===== src/rtl/adc_spi_reader.sv =====
// adc_spi_reader
//   Reads NUM_ADC serial ADCs that share one chip select and one serial clock.
//   Each ADC returns a frame of TOTAL_CLKS bits on its own DOUT line.
//   LEAD_BITS leading bits are skipped, then DATA_BITS bits arrive MSB first.
//   Every ADC_DOUT bit is sampled on the dataclk edge that raises ADC_SCLK.
//   Completed words are copied into ADC_data on the done edge.
//   With signed_mode latched high, each word's MSB is flipped on that copy,
//   converting offset binary to two's complement.
//
// Ports
//   dataclk      : sole clock, rising edge
//   reset        : asynchronous, active-high reset
//   start        : frame request, honoured only in IDLE
//   abort        : ends the frame in progress on the next edge
//   signed_mode  : offset-binary to two's-complement conversion, latched with start
//   ADC_DOUT     : serial data, bit i from ADC i
//   ADC_CS       : shared chip select, active low
//   ADC_SCLK     : shared serial clock, idles high
//   ADC_data     : ADC i result in bits [i*DATA_BITS +: DATA_BITS]
//   busy         : frame in progress
//   done         : one-cycle pulse when a frame completes
module adc_spi_reader #(
    parameter int NUM_ADC    = 2,
    parameter int DATA_BITS  = 16,
    parameter int LEAD_BITS  = 4,
    parameter int TOTAL_CLKS = 24,
    parameter int SCLK_HALF  = 1,
    parameter int CS_SETUP   = 1
) (
    input  logic                           dataclk,
    input  logic                           reset,
    input  logic                           start,
    input  logic                           abort,
    input  logic                           signed_mode,
    input  logic [NUM_ADC-1:0]             ADC_DOUT,
    output logic                           ADC_CS,
    output logic                           ADC_SCLK,
    output logic [NUM_ADC*DATA_BITS-1:0]   ADC_data,
    output logic                           busy,
    output logic                           done
);

    // The half-period counter covers both the CS setup time and an SCLK half period.
    localparam int HALF_MAX = (SCLK_HALF > CS_SETUP) ? SCLK_HALF : CS_SETUP;
    localparam int HALF_W   = (HALF_MAX > 1) ? $clog2(HALF_MAX) : 1;
    // The bit counter must be able to hold TOTAL_CLKS itself, so it never wraps in a frame.
    localparam int BIT_W    = $clog2(TOTAL_CLKS + 1);

    localparam logic [HALF_W-1:0] SETUP_LAST = HALF_W'(CS_SETUP - 1);
    localparam logic [HALF_W-1:0] HALF_LAST  = HALF_W'(SCLK_HALF - 1);
    localparam logic [HALF_W-1:0] HALF_ONE   = HALF_W'(1'b1);
    localparam logic [HALF_W-1:0] HALF_ZERO  = HALF_W'(1'b0);
    localparam logic [BIT_W-1:0]  BIT_ONE    = BIT_W'(1'b1);
    localparam logic [BIT_W-1:0]  BIT_ZERO   = BIT_W'(1'b0);
    localparam logic [BIT_W-1:0]  WIN_LO     = BIT_W'(LEAD_BITS);
    localparam logic [BIT_W-1:0]  WIN_HI     = BIT_W'(LEAD_BITS + DATA_BITS);
    localparam logic [BIT_W-1:0]  BIT_TOTAL  = BIT_W'(TOTAL_CLKS);

    typedef enum logic [1:0] {
        IDLE     = 2'd0,
        SETUP    = 2'd1,
        SHIFT_LO = 2'd2,
        SHIFT_HI = 2'd3
    } state_t;

    state_t                                 state_r;
    logic [HALF_W-1:0]                      half_cnt_r;
    logic [BIT_W-1:0]                       bit_cnt_r;
    logic                                   signed_r;
    logic                                   cs_r;
    logic                                   sclk_r;
    logic                                   busy_r;
    logic                                   done_r;
    logic [NUM_ADC-1:0][DATA_BITS-1:0]      shift_r;
    logic [NUM_ADC-1:0][DATA_BITS-1:0]      data_r;

    // Flipping the MSB maps offset binary onto two's complement.
    function automatic logic [DATA_BITS-1:0] fmt_word(
        input logic [DATA_BITS-1:0] raw,
        input logic                 sgn
    );
        fmt_word = raw ^ {sgn, {(DATA_BITS-1){1'b0}}};
    endfunction

    // Frame sequencer: drives CS, SCLK, busy and done, shifts in ADC bits and publishes results.
    always_ff @(posedge dataclk or posedge reset) begin
        if (reset) begin
            state_r    <= IDLE;
            half_cnt_r <= HALF_ZERO;
            bit_cnt_r  <= BIT_ZERO;
            signed_r   <= 1'b0;
            cs_r       <= 1'b1;
            sclk_r     <= 1'b1;
            busy_r     <= 1'b0;
            done_r     <= 1'b0;
            shift_r    <= {(NUM_ADC*DATA_BITS){1'b0}};
            data_r     <= {(NUM_ADC*DATA_BITS){1'b0}};
        end else begin
            done_r <= 1'b0;
            if (abort && (state_r != IDLE)) begin
                // Abandon the frame; the published words stay as they were.
                state_r    <= IDLE;
                half_cnt_r <= HALF_ZERO;
                bit_cnt_r  <= BIT_ZERO;
                cs_r       <= 1'b1;
                sclk_r     <= 1'b1;
                busy_r     <= 1'b0;
            end else begin
                case (state_r)
                    IDLE: begin
                        // In IDLE, abort overrides a simultaneous start.
                        if (start && !abort) begin
                            state_r    <= SETUP;
                            half_cnt_r <= HALF_ZERO;
                            bit_cnt_r  <= BIT_ZERO;
                            signed_r   <= signed_mode;
                            cs_r       <= 1'b0;
                            busy_r     <= 1'b1;
                            shift_r    <= {(NUM_ADC*DATA_BITS){1'b0}};
                        end else begin
                            state_r <= IDLE;
                        end
                    end
                    SETUP: begin
                        if (half_cnt_r == SETUP_LAST) begin
                            half_cnt_r <= HALF_ZERO;
                            state_r    <= SHIFT_LO;
                            sclk_r     <= 1'b0;
                        end else begin
                            half_cnt_r <= half_cnt_r + HALF_ONE;
                        end
                    end
                    SHIFT_LO: begin
                        if (half_cnt_r == HALF_LAST) begin
                            half_cnt_r <= HALF_ZERO;
                            state_r    <= SHIFT_HI;
                            sclk_r     <= 1'b1;
                            bit_cnt_r  <= bit_cnt_r + BIT_ONE;
                            // bit_cnt_r is the index of the rising edge being issued.
                            if ((bit_cnt_r >= WIN_LO) && (bit_cnt_r < WIN_HI)) begin
                                for (int i = 0; i < NUM_ADC; i++) begin
                                    shift_r[i] <= {shift_r[i][DATA_BITS-2:0], ADC_DOUT[i]};
                                end
                            end
                        end else begin
                            half_cnt_r <= half_cnt_r + HALF_ONE;
                        end
                    end
                    SHIFT_HI: begin
                        if (half_cnt_r == HALF_LAST) begin
                            half_cnt_r <= HALF_ZERO;
                            if (bit_cnt_r < BIT_TOTAL) begin
                                state_r <= SHIFT_LO;
                                sclk_r  <= 1'b0;
                            end else begin
                                state_r   <= IDLE;
                                bit_cnt_r <= BIT_ZERO;
                                cs_r      <= 1'b1;
                                sclk_r    <= 1'b1;
                                busy_r    <= 1'b0;
                                done_r    <= 1'b1;
                                for (int i = 0; i < NUM_ADC; i++) begin
                                    data_r[i] <= fmt_word(shift_r[i], signed_r);
                                end
                            end
                        end else begin
                            half_cnt_r <= half_cnt_r + HALF_ONE;
                        end
                    end
                    default: begin
                        // Recover from an illegal state encoding.
                        state_r    <= IDLE;
                        half_cnt_r <= HALF_ZERO;
                        bit_cnt_r  <= BIT_ZERO;
                        cs_r       <= 1'b1;
                        sclk_r     <= 1'b1;
                        busy_r     <= 1'b0;
                    end
                endcase
            end
        end
    end

    assign ADC_CS   = cs_r;
    assign ADC_SCLK = sclk_r;
    assign busy     = busy_r;
    assign done     = done_r;
    assign ADC_data = data_r;

endmodule

===== config.mk =====
export PLATFORM = sky130hd
export DESIGN_NAME = adc_spi_reader
export DESIGN_NICKNAME = d
export VERILOG_FILES = /design/src/rtl/adc_spi_reader.sv
export SDC_FILE = /design/constraint.sdc
export NUM_CORES = 1
export LEC_CHECK = 0
export CORE_UTILIZATION = 52
export CTS_BUF_LIST = sky130_fd_sc_hd__clkbuf_16
export CTS_CLUSTER_DIAMETER = 120
export DETAILED_ROUTE_END_ITERATION = 6
export MAX_ROUTING_LAYER = met4
export PLACE_DENSITY_LB_ADDON = 0.3
export SLEW_MARGIN = 20
export SYNTH_ARGS = -nofsm -noshare
export SYNTH_HDL_FRONTEND = slang
export SYNTH_SLANG_ARGS = --single-unit

===== constraint.sdc =====
create_clock -name dataclk -period 3 [get_ports dataclk]
set_input_delay 0.6 -clock dataclk [delete_from_list [all_inputs] [get_ports dataclk]]
set_output_delay 0.6 -clock dataclk [all_outputs]
set_load 0.005 [all_outputs]

Word-level counts from Yosys, hierarchy flattened
Index checks and enable logic that the tools add are counted.
- add/subtract/negate cells: 2
- $lt $le $gt $ge: 3
- equality and inequality tests: 11
- muxes and demuxes: 39
- bitwise operators: 5
- reductions and logical operators: 18
- operator list (cell ; number):
    $mux W32 ; 3
    $pmux W32 S2 ; 1
    $xor A16 B16 Y16 ; 2
    $mux W5 ; 5
    $mux W1 ; 19
    $ne A3 B3 Y1 const B ; 5
    $pmux W5 S3 ; 1
    $reduce_and A4 Y1 ; 3
    $lt A5 B5 Y1 const B ; 2
    $mux W2 ; 5
    $reduce_and A5 Y1 ; 2
    $pmux W2 S4 ; 1
    $reduce_bool A4 Y1 ; 2
    $ne A2 B2 Y1 const B ; 3
    $pmux W1 S2 ; 3
    $reduce_and A3 Y1 ; 2
    $add A5 B1 Y5 const B ; 1
    $ge A5 B3 Y1 const B ; 1
    $eq A2 B2 Y1 const B ; 2
    $reduce_bool A2 Y1 ; 2
    $logic_and A1 B1 Y1 ; 3
    $not A1 Y1 ; 3
    $pmux W1 S3 ; 1
    $reduce_bool A3 Y1 ; 1
    other kinds (5) ; 5
- bits in registers: 77
- input port bits: 7
- output and inout port bits: 36
- word-level logic and storage cells: 90

Depth between registers and ports, before layout
Gate-level depths: netlist of the first run.
- depth after elaboration: 5
- depth in mapped cells: 6
- mapped depth without buffers: 4

Worst setup path before layout of the first run
No wires, ideal clock.
- kind: reg-to-reg
- start point: register bit_cnt_r[3]
- end point: register shift_r[0] in the netlist's numbering
- library setup time: 0.121 ns
- arrival time: 1.469 ns
- required time: 2.879 ns
- setup slack: 1.410 ns
- cell stages (with the launch flop): 6
- path buffers: 1
- cells stage by stage: dfrtp_1 -> nor2_2 -> xor2_2 -> a2111o_1 -> buf_6 -> a22o_1
- word-level cells in the longest chain between the ends: 4
- elaborated cells on any way between the ends: 5
- those cells by class: 2 x order compare; 1 x eq/ne; 2 x reduce/logical
- ends and longest elaborated chain (item ; line ; RTL):
    start: declaration ; 68 ; logic [BIT_W-1:0] bit_cnt_r;
    start signal: assignment ; 138 ; bit_cnt_r <= bit_cnt_r + BIT_ONE;
    $ge A5 B3 Y1 or $lt A5 B5 Y1 (tied branches) ; 140 ; if ((bit_cnt_r >= WIN_LO) && (bit_cnt_r < WIN_HI)) begin
    $logic_and A1 B1 Y1 * ; 140 ;
    $ne A2 B2 Y1 (no line) * ; -- ;
    $reduce_and A5 Y1 (no line) * ; -- ;
    end signal: assignment ; 96 ; shift_r <= {(NUM_ADC*DATA_BITS){1'b0}};
    end signal: assignment ; 119 ; shift_r <= {(NUM_ADC*DATA_BITS){1'b0}};
    end signal: indexed assignment ; 142 ; shift_r[i] <= {shift_r[i][DATA_BITS-2:0], ADC_DOUT[i]};
    end: declaration ; 74 ; logic [NUM_ADC-1:0][DATA_BITS-1:0] shift_r;
Mark *: on every way between the ends. The rest lies on a longest branch, timed or not.
A chain may end at the register's enable or synchronous reset.

Final worst setup path of the first run
- start point: input port abort
- end point: register data_r, in the netlist ADC_data[13]
- word-level cells in the longest chain between the ends: 3
- ends and longest elaborated chain (item ; line ; RTL):
    start: declaration ; 33 ; input logic abort,
    $logic_and A1 B1 Y1 ; 100 ; if (abort && (state_r != IDLE)) begin
    $not A1 Y1 (no line) ; -- ;
    $reduce_and A4 Y1 (no line) ; -- ;
    end signal: assignment ; 97 ; data_r <= {(NUM_ADC*DATA_BITS){1'b0}};
    end signal: indexed assignment ; 163 ; data_r[i] <= fmt_word(shift_r[i], signed_r);
    end: declaration ; 75 ; logic [NUM_ADC-1:0][DATA_BITS-1:0] data_r;
Every way passes these cells.

==> summary.md, run 1 <==
| Metric | Value |
|---|---|
| Share of layout cells above drive strength 1 | 0.246 |
| Leading cell type in the layout, fill and taps excluded | dfrtp_1 |
| Final hold vios | 0 |
| Reg power frac | 0.482 |
| Ys async rst share | 1.00 |
| Post-CTS resize count | 0 |
| Slowest CP cell | clkdlybuf4s50_1 |
| Sw Share | 0.218 |
| Clock buffer depth | 2 |
| Clock latency on the worst-skew pair | 330 ps |
| Post-layout util | 0.676 |
| Reg clk slew, reported paths | 60 ps |
| Wire per inst | 15.4 um |
| Syn Std Cell Area | 3010 um^2 |
| Final Max Tran Viols | 0 |
| Power density over the cells | 592 nW/um^2 |
| Via density | 5.59 |
| Initial core utilization | 0.543 |
| Synth-to-layout area growth | 24.6% |
| Buffer count from post-CTS setup fixing | 0 |
| Top Ports | 43 |
| Tightest hold margin | 504 ps |
| DR DRC count | 0 |
| Critical path buffers and inverters | 2 |
| Static leakage | 0.00177 uW |
| Family with the most delay on the worst path | buffers and inverters |
| Die H | 78.0 um |
| Root buf cell | clkbuf_16 |
| Core area | 5540 um^2 |
| Distinct cells, synth | 33 |
| Pin count of the biggest net entering global routing | 77 |
| Max_slew headroom | 0.669 |
| Status | completed |
| YS warnings | 0 |
| Drt initial violations | 161 |
| Post-synthesis sequential area ratio | 0.633 |
| FF+latch area | 1900 um^2 |
| Die area | 6090 um^2 |
| Final Setup Violations | 0 |
| Die X | 78.0 um |
| Syn Area/Cell | 14.6 um^2 |
| Clock power share | 0.468 |
| Routed wire length | 5060 um |
| First-pass GRT wire length | 8910 um |
| Most frequent cells in the layout | 74 x dfrtp_1, 42 x clkdlybuf4s50_1, 32 x mux2_2, 31 x a22o_1, 9 x clkbuf_16 |
| Critical Path Max Stage Delay | 650 ps |
| Sink Count | 76 |
| Critical Path AT | 2320 ps |
| Primary FF master, synth | dfrtp_1 |
| RSZ-0062 raised after global routing | false |
| Ant diodes | 0 |
| Synthesized flop and latch total | 76 |
| Fillers | 411 |
| HP Start | ADC_data[19]$_DFFE_PP0P_ |
| Final min period | 2110 ps |
| 1st-pass router iterations | 4 |
| Critical Path Start | abort |
| Multi-input logic area | 971 um^2 |
| Post-DP HPWL | 3030 um |
| Via count | 1,832 |
| Post-Synthesis Net Count | 215 |
| Dominant cells by area after synthesis | dfrtp_1 62%, mux2_2 12%, a22o_1 9.0% |
| Worst slew pin tran | 495 ps |
| Req. time, crit path | 3210 ps |
| H-tree levels | 3 |
| Gr ovfl total | 0 |
| Num CTS Buffers | 9 |
| Fmax | 473 MHz |
| Layout Nets | 260 |
| TNS Setup | 0 ps |
| Post-Synthesis Cells | 206 |
| Hold buffers post-CTS | 0 |
| Yosys top cell area share | 0.616 |
| WS Path Type | in2reg |
| Initial antenna violation count | 0 |
| Clock tree from TritonCTS | yes |
| IO Port Bufs | 42 |
| Max VDD drop | 0.387 mV |
| Internal power contribution | 1740 uW |
| GRT Overall Usage | 0.198 |
| Cell Chain, Critical Path | clkdlybuf4s50_1 > and3b_1 > buf_4 > mux2_2 |
| Number of synthesized flops with an enable pin | 0 |
| Worst reg2reg startpoint | state_r[1]$_DFF_PP0_ |
| HP Class | reg2reg |
| Logic pwr share | 0.050 |
| Sw Pwr | 483 uW |
| Critical Path Start Type | input pin |
| Max-cap violations | 0 |
| Setup crit end kind | register |
| Final Skew | 5.16 ps |
| Synth area leader | dfrtp_1 |
| Final ANT Viol Nets | 0 |
| Final Wtd Congestion | 0.739 |
| Vias in the first global route | 1,844 |
| FP Rows | 27 |
| Final worst path period share | 0.704 |
| Crit Path Max Fanout | 27 |
-- power groups by stage --
stage	Sequential, uW	Clock, uW	Combinational (uW)
floorplan	1080	0	83.3
global placement	1090	0	111
detailed placement	1090	0	114
CTS	1070	1070	115
global route	1070	1110	125
finish	1070	1040	112
-- area by class of cell --
class,count,share of cell area
Tap cell,72,0.0241
Sequential cell,76,0.509
Clock inverter,7,0.0184
Clock buffer,9,0.0601
Inverter,4,0.00401
Timing Repair Buffer,47,0.126
Multi-Input combinational cell,113,0.259
-- synth_stat cells, types with 2 or more instances --
cell      count
o21ai_0       2
ha_1          2
buf_4         3
nand2b_1      2
dfrtp_1      74
nor3_1        3
nand2_1       4
nand3_1       2
buf_6         6
and3_2        2
xnor2_1       3
nor2_1        8
mux2_2       32
a21oi_1       8
inv_1         4
clkbuf_1      2
a22o_1       31
a22o_2        2
dfstp_2       2
-- routing by layer --
metal / part of all wire / up-vias / GRT usage
met2: 0.44 / 48 / 0.266
met1: 0.49 / 930 / 0.286
met3: 0.041 / 11 / 0.0453
met4: 0.021 / 0 / 0.0944
met5: 0 / - / -
li1: - / 843 / -
-- state kept, by name, summed over array words and instances (netlist names) --
register   count
bit_cnt_r      5
ADC_CS         1
busy           1
ADC_SCLK       1
state_r        2
ADC_data      32
shift_r       32
done           1
signed_r       1
-- through the flow --
step                total power, uW  instance area (um^2)  setup slack, ps  instances
floorplan                      1160                  3010              465        206
global placement               1200                  3450              607        312
detailed placement             1200                  3450              567        312
CTS                            2250                  3740              905        328
global route                   2310                  3740              836        328
finish                         2220                  3740              888        328
-- worst reg2reg max path, delay by kind of cell, from the launching register on --
family,cells,cell delay [ps]
flip-flops,1,530
AND/OR/NAND/NOR,2,490
buffers and inverters,1,320
multiplexers,1,410
-- worst paths after layout --
path	to	slack, ps	depth (start not counted)
worst max-delay path	ADC_data[13]$_DFFE_PP0P_	890	4
worst max register to register	ADC_data[13]$_DFFE_PP0P_	1140	4
worst min register to register	ADC_data[19]$_DFFE_PP0P_	500	1
min in group asynchronous	state_r[1]$_DFF_PP0_	680	3
worst min-delay path	ADC_data[19]$_DFFE_PP0P_	500	1
max in group asynchronous	ADC_CS$_DFFE_PP1P_	1990	3
-- cell families after synthesis --
family                     after synthesis  share of synthesized area
muxes                                   32                      0.120
adders and majority gates                2                    0.00832
DFF                                     76                      0.633
AOI/OAI and AO/OA                       49                      0.132
and+or+nand+nor                         26                     0.0487
xor gates and xnor gates                 4                     0.0142
buffers and inverters                   17                     0.0437
(Power assumes the default switching activity.)
==> run 2, diff against run 1 <==
--- a/config.mk
+++ b/config.mk
@@ -5,7 +5,7 @@
 export SDC_FILE = /design/constraint.sdc
 export NUM_CORES = 1
 export LEC_CHECK = 0
-export CORE_UTILIZATION = 52
+export CORE_UTILIZATION = 48
 export CTS_BUF_LIST = sky130_fd_sc_hd__clkbuf_16
 export CTS_CLUSTER_DIAMETER = 120
 export DETAILED_ROUTE_END_ITERATION = 6
==> constraint.sdc (replaced) <==
create_clock -name dataclk -period 1.72 [get_ports dataclk]
set_input_delay 0.344 -clock dataclk [delete_from_list [all_inputs] [get_ports dataclk]]
set_output_delay 0.344 -clock dataclk [all_outputs]
set_load 0.005 [all_outputs]
==> summary.md, run 2 (synthesis results as in run 1) <==
| Metric | Value |
|---|---|
| Status | completed (unchanged) |
| Critical Path Start Type | register (was input pin) |
| Final worst path period share | 0.963 |
| Worst slew pin tran | 390 ps (was 495 ps) |
| Synth-to-layout area growth | 28.4% (was 24.6%) |
| GRT Overall Usage | 0.190 (was 0.198) |
| Reg clk slew, reported paths | 60 ps (about the same) |
| Root buf cell | clkbuf_16 (unchanged) |
| Layout Cells excl Fill | 341 (was 328) |
| Gr ovfl total | 0 (unchanged) |
| Cell Area, Placed | 3570 um^2 (was 3450 um^2) |
| Final Max Tran Viols | 0 (unchanged) |
| Fillers | 475 (was 411) |
| Routed wire length | 5340 um (was 5060 um) |
| Wire per inst | 15.7 um (was 15.4 um) |
| Buffer count from post-CTS setup fixing | 0 (unchanged) |
| Static leakage | 0.00184 uW (was 0.00177 uW) |
| 1st-pass router iterations | 4 (unchanged) |
| Final hold vios | 0 (unchanged) |
| Initial antenna violation count | 0 (unchanged) |
| WS Path Type | reg2reg (was in2reg) |
| Final Setup Violations | 0 (unchanged) |
| Critical Path AT | 1870 ps (was 2320 ps) |
| IO Port Bufs | 42 (unchanged) |
| Clock latency on the worst-skew pair | 320 ps (was 330 ps) |
| Final min period | 1660 ps |
| Crit Path Max Fanout | 15 (was 27) |
| Sink Count | 76 (unchanged) |
| Die area | 6580 um^2 (was 6090 um^2) |
| Post-DP HPWL | 3430 um (was 3030 um) |
| Max VDD drop | 0.623 mV (was 0.387 mV) |
| Core area | 5990 um^2 (was 5540 um^2) |
| Num CTS Buffers | 9 (unchanged) |
| RSZ-0062 raised after global routing | false (unchanged) |
| Die H | 81.1 um (was 78.0 um) |
| Layout Nets | 271 (was 260) |
| Power density over the cells | 999 nW/um^2 (was 592 nW/um^2) |
| Max_slew headroom | 0.740 (was 0.669) |
| Die X | 81.1 um (was 78.0 um) |
| Via density | 5.45 (was 5.59) |
| Final ANT Viol Nets | 0 (unchanged) |
| First-pass GRT wire length | 8910 um (unchanged) |
| Placed insts | 326 (was 312) |
| Max-cap violations | 0 (unchanged) |
| Post-Layout Inst Area | 3860 um^2 (was 3740 um^2) |
| Via count | 1,858 (was 1,832) |
| Most frequent cells in the layout | 73 x dfrtp_1, 40 x clkdlybuf4s50_1, 32 x mux2_2, 31 x a22o_1, 13 x buf_4 (was 74 x dfrtp_1, 42 x clkdlybuf4s50_1, 32 x mux2_2, 31 x a22o_1, 9 x clkbuf_16) |
| Initial core utilization | 0.502 (was 0.543) |
| DR DRC count | 0 (unchanged) |
| Req. time, crit path | 1930 ps (was 3210 ps) |
| Post-layout util | 0.644 (was 0.676) |
| Setup crit end kind | register (unchanged) |
| Final Wtd Congestion | 0.845 (was 0.739) |
| Clock tree from TritonCTS | yes (unchanged) |
| Pin count of the biggest net entering global routing | 77 (unchanged) |
| Clock buffer depth | 2 (unchanged) |
| Leading cell type in the layout, fill and taps excluded | dfrtp_1 (unchanged) |
| Final Skew | 6.93 ps (was 5.16 ps) |
| Ant diodes | 0 (unchanged) |
| Drt initial violations | 81 (was 161) |
| Fmax | 604 MHz |
| Share of layout cells above drive strength 1 | 0.271 (was 0.246) |
| Vias in the first global route | 1,818 (was 1,844) |
| FF+latch area | 1910 um^2 (was 1900 um^2) |
| Top Ports | 43 (unchanged) |
| FP Rows | 28 (was 27) |
| HP Class | in2async (was reg2reg) |
| Multi-input logic area | 976 um^2 (was 971 um^2) |
| H-tree levels | 3 (unchanged) |
## run 2: changes by cell type in the layout (fill, tap and decap cells not counted), moves of 2 or more
cell,before,now
buf_4,4,13
clkinv_1,0,2
clkinv_2,2,0
buf_12,1,3
clkdlybuf4s50_1,42,40
dlymetal6s2s_1,0,2
## run 2: per-layer routing
metal  GRT usage  share of wire
met2       0.262           0.45
met5           -              0
met4      0.0946          0.010
met3      0.0506          0.042
met1       0.259           0.50
## run 2: final cells by class
cell class / instances / area share
inverters: 4 / 0.00486
well taps: 75 / 0.0243
clock inverters: 6 / 0.0149
multi-input cells: 113 / 0.253
clock buffers: 9 / 0.0583
repair buffers: 58 / 0.151
flip-flops and latches: 76 / 0.494
## run 2: stage by stage
step | TNS [ps] | total power, uW | hold WS (ps) | setup slack [ps]
after floorplan | 0 | 2030 | 482 | 130
after global placement | -7640 | 2110 | 491 | -136
after detailed placement | -9240 | 2120 | 497 | -195
after CTS | 0 | 3900 | 505 | 11.6
after global routing | 0 | 4000 | 531 | 9.17
final | 0 | 3860 | 487 | 63.7
## run 2: worst paths after layout
check | slack (ps) | endpoint | depth (start not counted) | start
setup / recovery | 60 | shift_r[5]$_DFFE_PP0P_ | 5 | bit_cnt_r[3]$_DFFE_PP0P_
hold / removal | 490 | shift_r[18]$_DFFE_PP0P_ | 3 | reset
setup reg to reg | 60 | shift_r[5]$_DFFE_PP0P_ | 5 | bit_cnt_r[3]$_DFFE_PP0P_
hold reg to reg | 510 | ADC_data[30]$_DFFE_PP0P_ | 1 | ADC_data[30]$_DFFE_PP0P_
max in group asynchronous | 880 | ADC_SCLK$_DFFE_PP1P_ | 3 | reset
min in group dataclk | 510 | ADC_data[30]$_DFFE_PP0P_ | 1 | ADC_data[30]$_DFFE_PP0P_
## run 2: what timing repair did
item                       4_1_cts  5_1_grt
hold endpoints to repair         0        0
gates resized for setup          0        4
setup endpoints to repair        0       30
hold buffers                     0        0
## run 2: report_power, final
part / switching [uW] / internal (uW) / total (uW)
Combinational: 118 / 102 / 220
Clock: 678 / 1100 / 1780
Sequential: 33.5 / 1820 / 1860
Total: 830 / 3030 / 3860
## run 2: worst max-delay path: stages (launching register included)
cell and delay [ps]:
dfrtp_2 450, nor2_4 130, xor2_2 90, a2111o_1 450, buf_4 200, a22o_2 210
==> run 3, diff against run 2 <==
--- a/config.mk
+++ b/config.mk
@@ -11,7 +11,6 @@
 export DETAILED_ROUTE_END_ITERATION = 6
 export MAX_ROUTING_LAYER = met4
 export PLACE_DENSITY_LB_ADDON = 0.3
-export SLEW_MARGIN = 20
 export SYNTH_ARGS = -nofsm -noshare
 export SYNTH_HDL_FRONTEND = slang
 export SYNTH_SLANG_ARGS = --single-unit
==> results of run 3 <==
The final DEF is identical to that of run 2; final timing and power are the same.
